File: config.mk
export PLATFORM = sky130hd
export DESIGN_NAME = maze_room_renderer_flat
export DESIGN_NICKNAME = d
export VERILOG_FILES = /design/src/rtl/maze_pkg.sv /design/src/rtl/maze_room_renderer_if.sv /design/src/rtl/vga_timing.sv /design/src/rtl/maze_room_renderer.sv /design/src/flat_wrapper.sv
export SDC_FILE = /design/constraint.sdc
export NUM_CORES = 1
export LEC_CHECK = 0
export CORE_MARGIN = 2
export CORE_UTILIZATION = 61
export CTS_CLUSTER_DIAMETER = 60
export DETAILED_ROUTE_END_ITERATION = 7
export PLACE_DENSITY = 0.83
export SYNTH_ARGS = -nofsm -noshare
export SYNTH_HDL_FRONTEND = slang
export SYNTH_SLANG_ARGS = --single-unit
File: constraint.sdc
create_clock -name CLOCK_50 -period 11.1 [get_ports CLOCK_50]
set_input_delay 2.22 -clock CLOCK_50 [delete_from_list [all_inputs] [get_ports CLOCK_50]]
set_output_delay 2.22 -clock CLOCK_50 [all_outputs]
set_load 0.005 [all_outputs]
File: src/rtl/maze_pkg.sv
// Shared constants and helpers for the maze room renderer: default 640x480@60 timing,
// wall-mask bit positions, legacy tile-code translation and the wall band equation.
package maze_pkg;

    localparam int DEF_H_ACTIVE = 640;
    localparam int DEF_H_FP     = 16;
    localparam int DEF_H_SYNC   = 96;
    localparam int DEF_H_BP     = 48;
    localparam int DEF_V_ACTIVE = 480;
    localparam int DEF_V_FP     = 10;
    localparam int DEF_V_SYNC   = 2;
    localparam int DEF_V_BP     = 33;

    localparam int MASK_N = 3;
    localparam int MASK_E = 2;
    localparam int MASK_S = 1;
    localparam int MASK_W = 0;

    typedef logic [3:0] mask_t;

    typedef enum logic [3:0] {
        TILE_VCORR     = 4'd0,
        TILE_HCORR     = 4'd1,
        TILE_CROSS     = 4'd6,
        TILE_CLOSED_UP = 4'd7,
        TILE_T_UP      = 4'd11
    } tile_e;

    // Codes the old drawer never defined map to a fully closed room.
    function automatic mask_t tile_to_mask(input tile_e tile);
        case (tile)
            TILE_VCORR:     return 4'b0101;
            TILE_HCORR:     return 4'b1010;
            TILE_CROSS:     return 4'b0000;
            TILE_CLOSED_UP: return 4'b1101;
            TILE_T_UP:      return 4'b1000;
            default:        return 4'b1111;
        endcase
    endfunction

    function automatic logic wall_eq(input mask_t m, input logic l, input logic r,
                                     input logic t, input logic b);
        return ((l | r) & (t | b)) | (m[MASK_N] & t) | (m[MASK_S] & b)
             | (m[MASK_W] & l) | (m[MASK_E] & r);
    endfunction

endpackage

File: src/rtl/maze_room_renderer_if.sv
// Game-side bus of the renderer: room select, map writes, collision queries and video outputs.
interface maze_room_renderer_if #(
    parameter int MAP_W = 8,
    parameter int MAP_H = 8,
    parameter int XW    = 10
);
    localparam int MXW = (MAP_W > 1) ? $clog2(MAP_W) : 1;
    localparam int MYW = (MAP_H > 1) ? $clog2(MAP_H) : 1;

    logic [MXW-1:0] room_x;
    logic [MYW-1:0] room_y;
    logic           map_wr_en;
    logic [MXW-1:0] map_wr_x;
    logic [MYW-1:0] map_wr_y;
    logic [3:0]     map_wr_mask;
    logic           map_wr_ready;
    logic           q_valid;
    logic [XW-1:0]  q_x;
    logic [XW-1:0]  q_y;
    logic [XW-1:0]  q_size;
    logic           q_ready;
    logic           r_valid;
    logic           r_hit;
    logic [XW-1:0]  pix_x;
    logic [XW-1:0]  pix_y;
    logic           hsync;
    logic           vsync;
    logic           blank_n;
    logic           wall_pix;
    logic           frame_start;
    logic           pix_en;

    modport master (
        output room_x, room_y, map_wr_en, map_wr_x, map_wr_y, map_wr_mask,
               q_valid, q_x, q_y, q_size,
        input  map_wr_ready, q_ready, r_valid, r_hit, pix_x, pix_y,
               hsync, vsync, blank_n, wall_pix, frame_start, pix_en
    );

    modport slave (
        input  room_x, room_y, map_wr_en, map_wr_x, map_wr_y, map_wr_mask,
               q_valid, q_x, q_y, q_size,
        output map_wr_ready, q_ready, r_valid, r_hit, pix_x, pix_y,
               hsync, vsync, blank_n, wall_pix, frame_start, pix_en
    );

endinterface

File: src/rtl/vga_timing.sv
// Generic VGA timing: pixel-rate divider, h/v counters and registered sync/blank/coordinate outputs.
module vga_timing import maze_pkg::*; #(
    parameter int H_ACTIVE = DEF_H_ACTIVE,
    parameter int H_FP     = DEF_H_FP,
    parameter int H_SYNC   = DEF_H_SYNC,
    parameter int H_BP     = DEF_H_BP,
    parameter int V_ACTIVE = DEF_V_ACTIVE,
    parameter int V_FP     = DEF_V_FP,
    parameter int V_SYNC   = DEF_V_SYNC,
    parameter int V_BP     = DEF_V_BP,
    parameter int SYNC_POL = 0,
    parameter int PIX_DIV  = 2,
    parameter int XW       = 10,
    localparam int H_TOTAL = H_ACTIVE + H_FP + H_SYNC + H_BP,
    localparam int V_TOTAL = V_ACTIVE + V_FP + V_SYNC + V_BP,
    localparam int HCW     = $clog2(H_TOTAL),
    localparam int VCW     = $clog2(V_TOTAL)
) (
    input  logic           i_clk,
    input  logic           i_rst,
    output logic           o_pix_en,
    output logic [HCW-1:0] o_h,
    output logic [VCW-1:0] o_v,
    output logic           o_frame_tick,
    output logic           o_hsync,
    output logic           o_vsync,
    output logic           o_blank_n,
    output logic           o_frame_start,
    output logic [XW-1:0]  o_pix_x,
    output logic [XW-1:0]  o_pix_y
);
    localparam int   DW    = (PIX_DIV > 1) ? $clog2(PIX_DIV) : 1;
    localparam logic L_SP  = (SYNC_POL != 0);
    localparam int   HS_LO = H_ACTIVE + H_FP;
    localparam int   VS_LO = V_ACTIVE + V_FP;

    logic [DW-1:0]  r_div;
    logic           r_pix_en;
    logic [HCW-1:0] r_h;
    logic [VCW-1:0] r_v;
    logic [31:0]    w_h32, w_v32;
    logic           w_h_last, w_v_last, w_hs_on, w_vs_on, w_active;

    assign w_h32    = 32'(r_h);
    assign w_v32    = 32'(r_v);
    assign w_h_last = (w_h32 == H_TOTAL - 1);
    assign w_v_last = (w_v32 == V_TOTAL - 1);
    assign w_hs_on  = (w_h32 >= HS_LO) && (w_h32 < HS_LO + H_SYNC);
    assign w_vs_on  = (w_v32 >= VS_LO) && (w_v32 < VS_LO + V_SYNC);
    assign w_active = (w_h32 < H_ACTIVE) && (w_v32 < V_ACTIVE);

    assign o_pix_en     = r_pix_en;
    assign o_h          = r_h;
    assign o_v          = r_v;
    assign o_frame_tick = r_pix_en && (r_h == '0) && (r_v == '0);

    // pix_en is registered so it is low in reset; it is high while r_div sits at 0.
    always_ff @(posedge i_clk or posedge i_rst) begin
        if (i_rst) begin
            r_div    <= '0;
            r_pix_en <= 1'b0;
        end else begin
            r_pix_en <= (r_div == DW'(PIX_DIV - 1));
            if (r_div == DW'(PIX_DIV - 1)) r_div <= '0;
            else                           r_div <= r_div + DW'(1);
        end
    end

    always_ff @(posedge i_clk or posedge i_rst) begin
        if (i_rst) begin
            r_h <= '0;
            r_v <= '0;
        end else if (r_pix_en) begin
            if (w_h_last) begin
                r_h <= '0;
                r_v <= w_v_last ? '0 : r_v + VCW'(1);
            end else begin
                r_h <= r_h + HCW'(1);
            end
        end
    end

    always_ff @(posedge i_clk or posedge i_rst) begin
        if (i_rst) begin
            o_hsync       <= ~L_SP;
            o_vsync       <= ~L_SP;
            o_blank_n     <= 1'b0;
            o_pix_x       <= '0;
            o_pix_y       <= '0;
            o_frame_start <= 1'b0;
        end else begin
            o_frame_start <= o_frame_tick;
            if (r_pix_en) begin
                o_hsync   <= w_hs_on ? L_SP : ~L_SP;
                o_vsync   <= w_vs_on ? L_SP : ~L_SP;
                o_blank_n <= w_active;
                o_pix_x   <= w_h32[XW-1:0];
                o_pix_y   <= w_v32[XW-1:0];
            end
        end
    end

endmodule

File: src/rtl/maze_room_renderer.sv
// Maze room renderer: VGA timing, writable per-room wall-mask map latched at frame start,
// per-pixel wall output and a registered box-collision query port.
module maze_room_renderer import maze_pkg::*; #(
    parameter int H_ACTIVE = DEF_H_ACTIVE,
    parameter int H_FP     = DEF_H_FP,
    parameter int H_SYNC   = DEF_H_SYNC,
    parameter int H_BP     = DEF_H_BP,
    parameter int V_ACTIVE = DEF_V_ACTIVE,
    parameter int V_FP     = DEF_V_FP,
    parameter int V_SYNC   = DEF_V_SYNC,
    parameter int V_BP     = DEF_V_BP,
    parameter int SYNC_POL = 0,
    parameter int PIX_DIV  = 2,
    parameter int WALL     = 100,
    parameter int MAP_W    = 8,
    parameter int MAP_H    = 8,
    parameter int XW       = 10
) (
    input  logic              CLOCK_50,
    input  logic              reset,
    maze_room_renderer_if.slave bus
);
    localparam int HCW = $clog2(H_ACTIVE + H_FP + H_SYNC + H_BP);
    localparam int VCW = $clog2(V_ACTIVE + V_FP + V_SYNC + V_BP);

    logic           w_pix_en, w_frame_tick;
    logic [HCW-1:0] w_h;
    logic [VCW-1:0] w_v;
    logic           w_hsync, w_vsync, w_blank_n, w_frame_start;
    logic [XW-1:0]  w_pix_x, w_pix_y;

    vga_timing #(
        .H_ACTIVE(H_ACTIVE), .H_FP(H_FP), .H_SYNC(H_SYNC), .H_BP(H_BP),
        .V_ACTIVE(V_ACTIVE), .V_FP(V_FP), .V_SYNC(V_SYNC), .V_BP(V_BP),
        .SYNC_POL(SYNC_POL), .PIX_DIV(PIX_DIV), .XW(XW)
    ) u_timing (
        .i_clk(CLOCK_50), .i_rst(reset),
        .o_pix_en(w_pix_en), .o_h(w_h), .o_v(w_v), .o_frame_tick(w_frame_tick),
        .o_hsync(w_hsync), .o_vsync(w_vsync), .o_blank_n(w_blank_n),
        .o_frame_start(w_frame_start), .o_pix_x(w_pix_x), .o_pix_y(w_pix_y)
    );

    mask_t       r_map [MAP_H][MAP_W];
    mask_t       r_room_mask;
    mask_t       w_latch_mask, w_frame_mask;
    logic        w_map_ready, r_wall_pix;
    logic [31:0] w_h32, w_v32;
    logic        w_active, w_l, w_r, w_t, w_b;

    assign w_h32        = 32'(w_h);
    assign w_v32        = 32'(w_v);
    assign w_map_ready  = (w_v32 >= V_ACTIVE);
    assign w_latch_mask = r_map[bus.room_y][bus.room_x];
    // The first pixel of a frame must already use the mask being latched on the same edge.
    assign w_frame_mask = w_frame_tick ? w_latch_mask : r_room_mask;

    always_ff @(posedge CLOCK_50 or posedge reset) begin
        if (reset) begin
            for (int y = 0; y < MAP_H; y++)
                for (int x = 0; x < MAP_W; x++)
                    r_map[y][x] <= 4'hF;
            r_room_mask <= 4'hF;
        end else begin
            if (w_frame_tick) r_room_mask <= w_latch_mask;
            if (bus.map_wr_en && w_map_ready)
                r_map[bus.map_wr_y][bus.map_wr_x] <= bus.map_wr_mask;
        end
    end

    assign w_active = (w_h32 < H_ACTIVE) && (w_v32 < V_ACTIVE);
    assign w_l      = (w_h32 < WALL);
    assign w_r      = (w_h32 >= H_ACTIVE - WALL);
    assign w_t      = (w_v32 < WALL);
    assign w_b      = (w_v32 >= V_ACTIVE - WALL);

    always_ff @(posedge CLOCK_50 or posedge reset) begin
        if (reset)         r_wall_pix <= 1'b0;
        else if (w_pix_en) r_wall_pix <= w_active && wall_eq(w_frame_mask, w_l, w_r, w_t, w_b);
    end

    logic [XW:0] w_qx_end, w_qy_end;
    logic        w_ql, w_qr, w_qt, w_qb, w_qover, w_qhit, w_qacc;
    logic        r_q_ready, r_rsp_valid, r_rsp_hit;

    assign w_qx_end = {1'b0, bus.q_x} + {1'b0, bus.q_size};
    assign w_qy_end = {1'b0, bus.q_y} + {1'b0, bus.q_size};
    assign w_ql     = (32'(bus.q_x) < WALL);
    assign w_qr     = (32'(w_qx_end) > H_ACTIVE - WALL);
    assign w_qt     = (32'(bus.q_y) < WALL);
    assign w_qb     = (32'(w_qy_end) > V_ACTIVE - WALL);
    assign w_qover  = (32'(w_qx_end) > H_ACTIVE) || (32'(w_qy_end) > V_ACTIVE);
    assign w_qhit   = w_qover || wall_eq(r_room_mask, w_ql, w_qr, w_qt, w_qb);
    assign w_qacc   = bus.q_valid && r_q_ready;

    always_ff @(posedge CLOCK_50 or posedge reset) begin
        if (reset) begin
            r_q_ready   <= 1'b0;
            r_rsp_valid <= 1'b0;
            r_rsp_hit   <= 1'b0;
        end else begin
            r_q_ready   <= 1'b1;
            r_rsp_valid <= w_qacc;
            if (w_qacc) r_rsp_hit <= w_qhit;
        end
    end

    assign bus.map_wr_ready = w_map_ready;
    assign bus.q_ready      = r_q_ready;
    assign bus.r_valid      = r_rsp_valid;
    assign bus.r_hit        = r_rsp_hit;
    assign bus.pix_x        = w_pix_x;
    assign bus.pix_y        = w_pix_y;
    assign bus.hsync        = w_hsync;
    assign bus.vsync        = w_vsync;
    assign bus.blank_n      = w_blank_n;
    assign bus.wall_pix     = r_wall_pix;
    assign bus.frame_start  = w_frame_start;
    assign bus.pix_en       = w_pix_en;

endmodule

File: src/flat_wrapper.sv
// flat-port wrapper written by rule: the top's interface ports become plain ports
module maze_room_renderer_flat import maze_pkg::*;
#(
    parameter int H_ACTIVE = DEF_H_ACTIVE,
    parameter int H_FP     = DEF_H_FP,
    parameter int H_SYNC   = DEF_H_SYNC,
    parameter int H_BP     = DEF_H_BP,
    parameter int V_ACTIVE = DEF_V_ACTIVE,
    parameter int V_FP     = DEF_V_FP,
    parameter int V_SYNC   = DEF_V_SYNC,
    parameter int V_BP     = DEF_V_BP,
    parameter int SYNC_POL = 0,
    parameter int PIX_DIV  = 2,
    parameter int WALL     = 100,
    parameter int MAP_W    = 8,
    parameter int MAP_H    = 8,
    parameter int XW       = 10
)
  (CLOCK_50, reset, bus_room_x, bus_room_y, bus_map_wr_en, bus_map_wr_x, bus_map_wr_y, bus_map_wr_mask, bus_q_valid, bus_q_x, bus_q_y, bus_q_size, bus_map_wr_ready, bus_q_ready, bus_r_valid, bus_r_hit, bus_pix_x, bus_pix_y, bus_hsync, bus_vsync, bus_blank_n, bus_wall_pix, bus_frame_start, bus_pix_en);
  maze_room_renderer_if #(.MAP_W(MAP_W), .MAP_H(MAP_H), .XW(XW)) bus_i ();
  input  logic CLOCK_50;
  input  logic reset;
  input wire logic [$bits(bus_i.room_x)-1:0] bus_room_x;
  input wire logic [$bits(bus_i.room_y)-1:0] bus_room_y;
  input wire logic [$bits(bus_i.map_wr_en)-1:0] bus_map_wr_en;
  input wire logic [$bits(bus_i.map_wr_x)-1:0] bus_map_wr_x;
  input wire logic [$bits(bus_i.map_wr_y)-1:0] bus_map_wr_y;
  input wire logic [$bits(bus_i.map_wr_mask)-1:0] bus_map_wr_mask;
  input wire logic [$bits(bus_i.q_valid)-1:0] bus_q_valid;
  input wire logic [$bits(bus_i.q_x)-1:0] bus_q_x;
  input wire logic [$bits(bus_i.q_y)-1:0] bus_q_y;
  input wire logic [$bits(bus_i.q_size)-1:0] bus_q_size;
  output wire logic [$bits(bus_i.map_wr_ready)-1:0] bus_map_wr_ready;
  output wire logic [$bits(bus_i.q_ready)-1:0] bus_q_ready;
  output wire logic [$bits(bus_i.r_valid)-1:0] bus_r_valid;
  output wire logic [$bits(bus_i.r_hit)-1:0] bus_r_hit;
  output wire logic [$bits(bus_i.pix_x)-1:0] bus_pix_x;
  output wire logic [$bits(bus_i.pix_y)-1:0] bus_pix_y;
  output wire logic [$bits(bus_i.hsync)-1:0] bus_hsync;
  output wire logic [$bits(bus_i.vsync)-1:0] bus_vsync;
  output wire logic [$bits(bus_i.blank_n)-1:0] bus_blank_n;
  output wire logic [$bits(bus_i.wall_pix)-1:0] bus_wall_pix;
  output wire logic [$bits(bus_i.frame_start)-1:0] bus_frame_start;
  output wire logic [$bits(bus_i.pix_en)-1:0] bus_pix_en;
  assign bus_i.room_x = bus_room_x;
  assign bus_i.room_y = bus_room_y;
  assign bus_i.map_wr_en = bus_map_wr_en;
  assign bus_i.map_wr_x = bus_map_wr_x;
  assign bus_i.map_wr_y = bus_map_wr_y;
  assign bus_i.map_wr_mask = bus_map_wr_mask;
  assign bus_i.q_valid = bus_q_valid;
  assign bus_i.q_x = bus_q_x;
  assign bus_i.q_y = bus_q_y;
  assign bus_i.q_size = bus_q_size;
  assign bus_map_wr_ready = bus_i.map_wr_ready;
  assign bus_q_ready = bus_i.q_ready;
  assign bus_r_valid = bus_i.r_valid;
  assign bus_r_hit = bus_i.r_hit;
  assign bus_pix_x = bus_i.pix_x;
  assign bus_pix_y = bus_i.pix_y;
  assign bus_hsync = bus_i.hsync;
  assign bus_vsync = bus_i.vsync;
  assign bus_blank_n = bus_i.blank_n;
  assign bus_wall_pix = bus_i.wall_pix;
  assign bus_frame_start = bus_i.frame_start;
  assign bus_pix_en = bus_i.pix_en;
  maze_room_renderer #(.H_ACTIVE(H_ACTIVE), .H_FP(H_FP), .H_SYNC(H_SYNC), .H_BP(H_BP), .V_ACTIVE(V_ACTIVE), .V_FP(V_FP), .V_SYNC(V_SYNC), .V_BP(V_BP), .SYNC_POL(SYNC_POL), .PIX_DIV(PIX_DIV), .WALL(WALL), .MAP_W(MAP_W), .MAP_H(MAP_H), .XW(XW)) u_core (.CLOCK_50(CLOCK_50), .reset(reset), .bus(bus_i));
endmodule
==> reports/results.tsv, run 1 <==
metric	value	unit
post-place-ws	5.68	ns
ios	80	
grt_first_pass_wirelength	56.8	mm
io_buffer_count	79	
synth.avg_cell_area	14.0	um2
rows	58	
holdPathEnd	u_core.u_timing.o_pix_en	
critPathMaxFanout	38	
synthDominantCellAreaShare	44.0	%
synthSimpleGateAreaFrac	6.51	%
first_pass_iters	5	
outcome	completed	
fin_cells	1528	
synth_nets	1195	
vias_per_cell	6.32	
htree_levels	2	
drtAntennaViolNets	0	
antenna_found_initial	0	
hold_violations	0	
synth-adder-area-share	2.26	%
cts.path.max_buffers	3	
crit_path_cell_trace	buf_4 > buf_4 > mux4_2 > mux4_2 > mux4_2 > mux2_2	
rsz0062_at_grt	no	
synth_top_family_by_area	multiplexers	
p_per_area	139	nW/um2
place_congestion	0.848	
critPathLaunchType	primary input	
finalMaxSlewViolations	0	
drcViolationCount	0	
cts-root-buf	clkbuf_16	
end_kind	flop	
fmax	0.205	GHz
hold_class	reg -> reg	
dpl.hpwl	23.1	mm
die_h	164	um
wirelength	35.4	mm
yosys_warnings	0	
yosys.area.top_type	dfstp_2	
r2r_end	u_core.r_room_mask[0]	
whs	0.378	ns
synthMuxAreaShare	32.5	%
reg2reg_slack	8.45	ns
gr-total-overflow	0	
clkTransAtPathRegs	0.06	ns
crit_buf_inv	2	
ys_async_sr_fraction	100	%
route.vias.total	9654	
grt_pass1_vias	10140	
tritoncts	yes	
cts_resized	0	
synth-xor-area-share	1.34	%
setup_slack	6.21	ns
peakVddDrop	0.130	mV
drive_gt1_share	58.0	%
cts_hold_buf	0	
r2r_cells	6	
finish.utilization	70.6	%
r2r_start	u_core.u_timing.o_v[0]	
worstMarginPinSlew	1.25	ns
syn_area	15600	um2
grt_start_max_net_pins	160	
timing.setup.tns	0	ns
synth-edff-count	0	
setup_viol	0	
crit_type	in -> reg	
track_usage	27.5	%
ys_seq_elements	310	
synth-main-ff-cell	dfstp_2	
clock-sinks	310	
synth_area_leaders	dfstp_2, mux2_2, mux4_2, dfrtp_1, ha_1	
core_area	25200	um2
numCtsBuffers	35	
crit_family	multiplexers	
n_antenna_cell	0	
drt_iter0_drc	836	
nNetsFinal	1250	
avgRoutedWirePerCell	23.1	um
dieArea	26900	um2
yosysSeqAreaShare	51.7	%
cp_data_arrival_time	5.33	ns
slowest_delay	0.70	ns
start_util	62.1	%
finClkSkew	0.0170	ns
dpl.cell_count	1466	
synthDistinctLibCells	59	
p_leak	7.22	nW
cpMaxStageDelayCell	buf_4	
crit_top_cell	mux4_2	
critPathRequiredTime	11.54	ns
fin_crit	4.89	ns
hold_start	u_core.u_timing.r_div	
area_growth	13.7	%
post_cts.repair.setup_buffers	0	
period_share	44.0	%
worst-path-stages	6	
chipWidth	164	um
synth_compound_area_share	3.38	%
min_path_cells	0	
syn_inst	1118	
max-cap-violations	0	
relSlewSlack	16.0	%
clk_latency	0.52	ns
==> worst max-delay path by stage <==
stage                             start               endpoint  slack (ns)
after floorplan                   reset     u_core.bus.q_ready        0.74
after global placement    bus_room_y[0]  u_core.r_room_mask[1]        5.75
after detailed placement  bus_room_y[0]  u_core.r_room_mask[0]        5.68
after CTS                 bus_room_y[0]  u_core.r_room_mask[0]        6.18
after global routing      bus_room_y[0]  u_core.r_room_mask[0]        6.06
final                     bus_room_y[0]  u_core.r_room_mask[0]        6.21
==> metrics by stage <==
step,total power (W),cell area (um2)
finish,0.00247,17800
global route,0.00256,17800
CTS,0.00249,17800
detailed placement,0.00131,16600
global placement,0.00131,16600
floorplan,0.00126,15600
==> cells in the final DEF, fill, tap and decap left out, drive strengths merged, types with 5 or more instances in the layout <==
cell           instances
dfstp                262
nand4                 10
nor2b                  5
inv                   24
mux2                 280
ha                    25
a21oi                 16
nand2b                 7
clkdlybuf4s50         73
buf                   13
a21o                   5
and3                   6
nor3                  14
nand3                 12
mux2i                 10
clkbuf                52
nor2                  81
o21ai                 21
a31oi                  5
nand2                 50
a211oi                 6
xnor2                 13
dfrtp                 48
nor4                   6
xor2                  11
mux4                  81
==> cells by family (layout without fill, tap and decap cells) <==
kind of cell	count (synthesis)	after routing
buffers and inverters	90	170
muxes	371	371
DFF	310	310
other	1	1
xor gates and xnor gates	24	24
adders and majority gates	27	27
AOI/OAI and AO/OA	80	80
and+or+nand+nor	215	215
==> state kept, by name, indices dropped and copies added, names as in the netlist, 4 cells and up <==
| register | count |
|---|---|
| u_core.u_timing.o_pix_x | 10 |
| u_core.r_room_mask | 4 |
| u_core.u_timing.o_h | 10 |
| u_core.u_timing.o_v | 10 |
| u_core.r_map | 256 |
| u_core.u_timing.o_pix_y | 10 |
==> metal layers <==
layer	track usage [%]	up-vias	routed length (um)
met3	3.94	78	2130
met5	0	-	0
met2	45.8	347	17500
li1	-	4221	-
met1	37.4	5008	14700
met4	9.21	0	1010
==> cells in the mapped netlist (7+ instances only) <==
cell type / instances
mux2_2: 280
nand3_1: 12
mux2i_1: 10
nor2_1: 81
a21oi_1: 16
nand4_1: 10
nand2b_1: 7
mux4_2: 81
buf_2: 7
xnor2_1: 13
clkbuf_1: 52
dfrtp_1: 48
nor3_1: 14
inv_1: 22
xor2_1: 11
o21ai_0: 21
dfstp_2: 262
buf_1: 7
nand2_1: 50
ha_1: 25
==> power breakdown <==
| part | switching, W | internal [W] | leakage, nW |
|---|---|---|---|
| Clock | 0.000452 | 0.000727 | 0.575 |
| Combinational | 0.000100 | 0.0000582 | 3.33 |
| Sequential | 0.000000282 | 0.00114 | 3.32 |
| Total | 0.000553 | 0.00192 | 7.22 |
==> cell type report <==
type / instances / area [um2]
flip-flops and latches: 310 / 8090
fillers: 1661 / 7400
multi-input cells: 718 / 7200
clock buffers: 52 / 1010
repair buffers: 86 / 816
well taps: 330 / 413
clock inverters: 10 / 164
inverters: 22 / 90.1
(Power assumes the default switching activity.)
==> run 2, diff against run 1 <==
- clock period: 11.1 -> 5 ns (I/O delays scaled with it)
==> run 2 against run 1 <==
Against the previous run: sequential power rose by 120%; clock power rose by 110%; combinational power rose by 130%; critical endpoint is now u_core.bus.r_hit; global-route usage fell by 0.40 points; critical path type unchanged; via count rose by 0.73%; power rose by 120%; highest routed layer unchanged; largest power group is now sequential cells; register-to-register slack got worse by 6.1 ns; sequential share of layout area barely moved; final cell count rose by 0.13%; utilization fell by 0.065 points; count of clock-buffer cells in the layout fell by 8.
==> reports/results.tsv, run 2 (same netlist as run 1, synthesis figures left out) <==
metric	value	unit
chipWidth	164	um
worstMarginPinSlew	1.26	ns
finish.utilization	70.5	%
post_cts.repair.setup_buffers	0	
track_usage	27.1	%
hold_start	u_core.u_timing.r_div	
antenna_found_initial	0	
drive_gt1_share	58.5	%
dpl.hpwl	22.2	mm
cts_resized	0	
first_pass_iters	5	
critPathMaxFanout	3	
finalMaxSlewViolations	0	
place_congestion	0.858	
post-place-ws	0.981	ns
numCtsBuffers	34	
gr-total-overflow	0	
grt_start_max_net_pins	190	
r2r_end	u_core.r_map[149]	
clk_latency	0.53	ns
relSlewSlack	16.1	%
r2r_start	u_core.u_timing.o_v[6]	
ff_latch_area	8090	um2
area_growth	13.6	%
largest_register	u_core.r_map	
peakVddDrop	0.345	mV
grt_pass1_vias	10245	
grt_first_pass_wirelength	56.6	mm
placed_area	16600	um2
period_share	70.5	%
multi_input_comb_area	7200	um2
rsz0062_at_grt	no	
layout_commonest_cell	mux2_2	
hold_class	reg -> reg	
p_per_area	304	nW/um2
clkTransAtPathRegs	0.06	ns
dieArea	26900	um2
finClkSkew	0.0256	ns
fin_crit	3.52	ns
timing.setup.tns	0	ns
critPathRequiredTime	5.39	ns
holdPathEnd	u_core.u_timing.o_pix_en	
cts_hold_buf	0	
ios	80	
setup_slack	1.48	ns
min_path_cells	0	
io_buffer_count	79	
fill_cells	1657	
outcome	completed	
n_antenna_cell	0	
cts-root-buf	clkbuf_16	
r2r_cells	7	
end_kind	flop	
dpl.cell_count	1468	
drt_iter0_drc	770	
rows	58	
max-cap-violations	0	
route.vias.total	9724	
setup_viol	0	
tritoncts	yes	
start_util	62.1	%
wirelength	34.7	mm
cp_data_arrival_time	3.91	ns
die_h	164	um
crit_type	in -> reg	
p_leak	7.22	nW
fin_cells	1530	
reg2reg_slack	2.33	ns
critPathLaunchType	primary input	
nNetsFinal	1251	
largest_register_ff_count	256	
cts.path.max_buffers	3	
clock-sinks	310	
hold_violations	0	
drcViolationCount	0	
core_area	25200	um2
final_cell_mix	mux2_2, dfstp_2, nor2_1, mux4_2, clkdlybuf4s50_1	
drtAntennaViolNets	0	
htree_levels	2	
final_area	17800	um2
vias_per_cell	6.36	
avgRoutedWirePerCell	22.7	um
fmax	0.284	GHz
-- run 2: cell count changes in the layout (fill, tap and decap cells not counted), sizes merged --
cell           before  now
clkbuf             52   44
buf                13   16
clkinvlp            0    1
bufinv              4    3
clkinv              4   11
inv                24   25
clkdlybuf4s50      73   72
-- run 2: through the flow --
stage | hold WS, ns | total power (W)
after detailed placement | 0.367 | 0.00292
after global placement | 0.362 | 0.00291
after CTS | 0.382 | 0.00544
after global routing | 0.391 | 0.00558
final | 0.379 | 0.00541
after floorplan | 0.354 | 0.00279
-- run 2: cell type report --
class | instances | area share, %
Clock inverter | 18 | 1.13
Tap cell | 330 | 2.32
Sequential cell | 310 | 45.5
Clock buffer | 44 | 5.23
Inverter | 22 | 0.486
Timing Repair Buffer | 88 | 4.79
Multi-Input combinational cell | 718 | 40.5
-- run 2: power breakdown --
group	switching [W]	leakage, nW	internal, W	total [W]
Sequential	0.000000623	3.32	0.00252	0.00252
Clock	0.00104	0.560	0.00149	0.00252
Combinational	0.000230	3.34	0.000132	0.000361
-- run 2: worst max-delay path, cell delays in order --
cell and delay, ns:
clkdlybuf4s50_1 0.49, ha_1 0.18, inv_1 0.05, fa_1 0.39, nand2b_1 0.19, a21oi_1 0.26, o22a_1 0.23, xor2_1 0.10
or4_1 0.52, o221ai_1 0.21, and4b_1 0.21, a31oi_1 0.08
-- run 2: layer usage --
metal  wire length, um  track usage, %  vias to the layer above
li1                  -               -                     4227
met1             14600            37.1                     5067
met2             17000            44.1                      343
met3              1940            4.57                       87
met4              1150            9.69                        0
met5                 0               0                        -
-- run 2: worst max-delay path by stage --
stage                       start            endpoint  slack (ns)  cells after the start
finish              bus_q_size[0]    u_core.bus.r_hit        1.48                     12
global route        bus_q_size[0]    u_core.bus.r_hit        1.31                     12
CTS                 bus_q_size[0]    u_core.bus.r_hit        1.52                     12
detailed placement  bus_q_size[0]    u_core.bus.r_hit        0.98                     12
global placement    bus_q_size[0]    u_core.bus.r_hit        1.10                     12
floorplan                   reset  u_core.bus.q_ready        0.09                      1
==> run 3, diff against run 2 <==
- CORE_UTILIZATION: 61 -> 55
- PLACE_DENSITY: 0.83 -> 0.79
- clock period: 5 -> 3.03 ns (I/O delays scaled with it)
==> run 3 against run 2 <==
Against the previous run: routed wire length increased by 6.1%; global-route usage shrank 1.8 points; clock skew up 0.0020 ns; die area is 11% higher; largest power group unchanged.
==> reports/results.tsv, run 3 (same netlist as run 1, synthesis figures left out) <==
metric	value	unit
drtAntennaViolNets	0	
hold_start	u_core.u_timing.r_div	
die_h	173	um
grt_first_pass_wirelength	59.8	mm
clkTransAtPathRegs	0.06	ns
core_area	27900	um2
avgRoutedWirePerCell	21.9	um
start_util	56.1	%
place_congestion	0.882	
drt_iter0_drc	727	
drive_gt1_share	62.4	%
grt_start_max_net_pins	49	
wirelength	36.9	mm
crit_type	in -> reg	
worstMarginPinSlew	0.881	ns
first_pass_iters	5	
final_cell_mix	mux2_2, dfstp_2, buf_4	
grt_pass1_vias	10843	
crit_top_cell	a221o_1	
drcViolationCount	0	
fmax	0.345	GHz
p_leak	7.80	nW
antenna_found_initial	1	
numCtsBuffers	34	
end_kind	flop	
gr-total-overflow	0	
htree_levels	2	
dpl.hpwl	25.1	mm
hold_violations	0	
area_growth	20.1	%
route.vias.total	10079	
finalMaxSlewViolations	0	
dieArea	29800	um2
period_share	95.7	%
cp_data_arrival_time	3.33	ns
clk_latency	0.53	ns
clock-sinks	310	
critPathMaxFanout	5	
largest_register	u_core.r_map	
chipWidth	173	um
slowest_delay	0.44	ns
outcome	completed	
ios	80	
fin_crit	2.90	ns
largest_register_ff_count	256	
layout_commonest_cell	mux2_2	
peakVddDrop	0.581	mV
tritoncts	yes	
vias_per_cell	6.00	
io_buffer_count	79	
critPathRequiredTime	3.46	ns
setup_viol	0	
r2r_start	u_core.u_timing.o_v[6]	
post-place-ws	-0.544	ns
track_usage	25.3	%
setup_slack	0.130	ns
relSlewSlack	41.1	%
crit_family	compound AO/OA/AOI/OAI gates	
cpMaxStageDelayCell	clkdlybuf4s50_1	
dpl.cell_count	1616	
critPathLaunchType	primary input	
nNetsFinal	1353	
power.total	0.00901	W
p_per_area	480	nW/um2
crit_path_cell_trace	clkdlybuf4s50_1 > ha_1 > and3_1 > a221o_1 > o31ai_4 > o21ai_2 > xor2_1 > o41ai_2 > buf_4 > a221o_1 > a31oi_1	
fin_cells	1681	
cts.path.max_buffers	3	
hold_class	reg -> reg	
finClkSkew	0.0276	ns
crit_start	bus_q_size[3]	
max-cap-violations	0	
crit_buf_inv	2	
rows	61	
fill_cells	1919	
cts-root-buf	clkbuf_16	
run 3: metal layers:
| layer | GRT usage (%) | share of wire (%) | vias to the layer above |
|---|---|---|---|
| met5 | 0 | 0 | - |
| met4 | 9.79 | 3.4 | 0 |
| met3 | 5.21 | 6.4 | 91 |
| met2 | 41.9 | 49 | 330 |
| met1 | 32.9 | 41 | 5213 |
| li1 | - | - | 4445 |
run 3: timing repair:
item / 4_1_cts / 5_1_grt
hold buffers: 0 / 0
resized for setup: 2 / 15
buffers inserted: 0 / 2
pin swaps: 0 / 7
endpoints found under the setup margin: 1 / 1
run 3: cell type report:
| cell class | instances | area (um2) | share of cell area, % |
|---|---|---|---|
| antenna | 1 | 2.50 | 0.0133 |
| sequential | 310 | 8090 | 43.1 |
| clock buffer | 49 | 968 | 5.16 |
| multi-input combinational | 718 | 7270 | 38.7 |
| timing repair buffer | 190 | 1750 | 9.32 |
| clock inverter | 13 | 136 | 0.726 |
| tap | 378 | 473 | 2.52 |
| inverter | 22 | 86.3 | 0.460 |
run 3: worst paths after layout:
check,endpoint,cells after the start,slack (ns)
max,u_core.bus.r_hit,11,0.13
min,u_core.u_timing.o_pix_en,0,0.38
max reg2reg,u_core.r_map[36],7,0.49
min reg2reg,u_core.u_timing.o_pix_en,0,0.38
max in group asynchronous,u_core.r_map[231],3,1.63
min in group asynchronous,u_core.bus.r_hit,2,0.64
run 3: worst reg2reg max path, delay by kind of cell, from the launching register on:
family	cells	cell delay (ns)
DFF	1	0.48
muxes	1	0.33
and+or+nand+nor	6	1.67
run 3: per-stage QoR:
step                      TNS [ns]  area, um2  utilization, %  hold slack [ns]
final                            0      18800            67.4            0.380
after global routing       -0.0384      18800            67.4            0.392
after CTS                        0      18700            67.1            0.383
after detailed placement    -0.544      17600            63.1            0.370
after global placement      -0.458      17600            63.1            0.362
after floorplan            -186.88      15600               -            0.354
run 3: where the power goes:
part / switching (W) / internal, W / total [W]
combinational: 0.000430 / 0.000335 / 0.000765
clock: 0.00167 / 0.00241 / 0.00409
sequential: 0.00000108 / 0.00416 / 0.00416
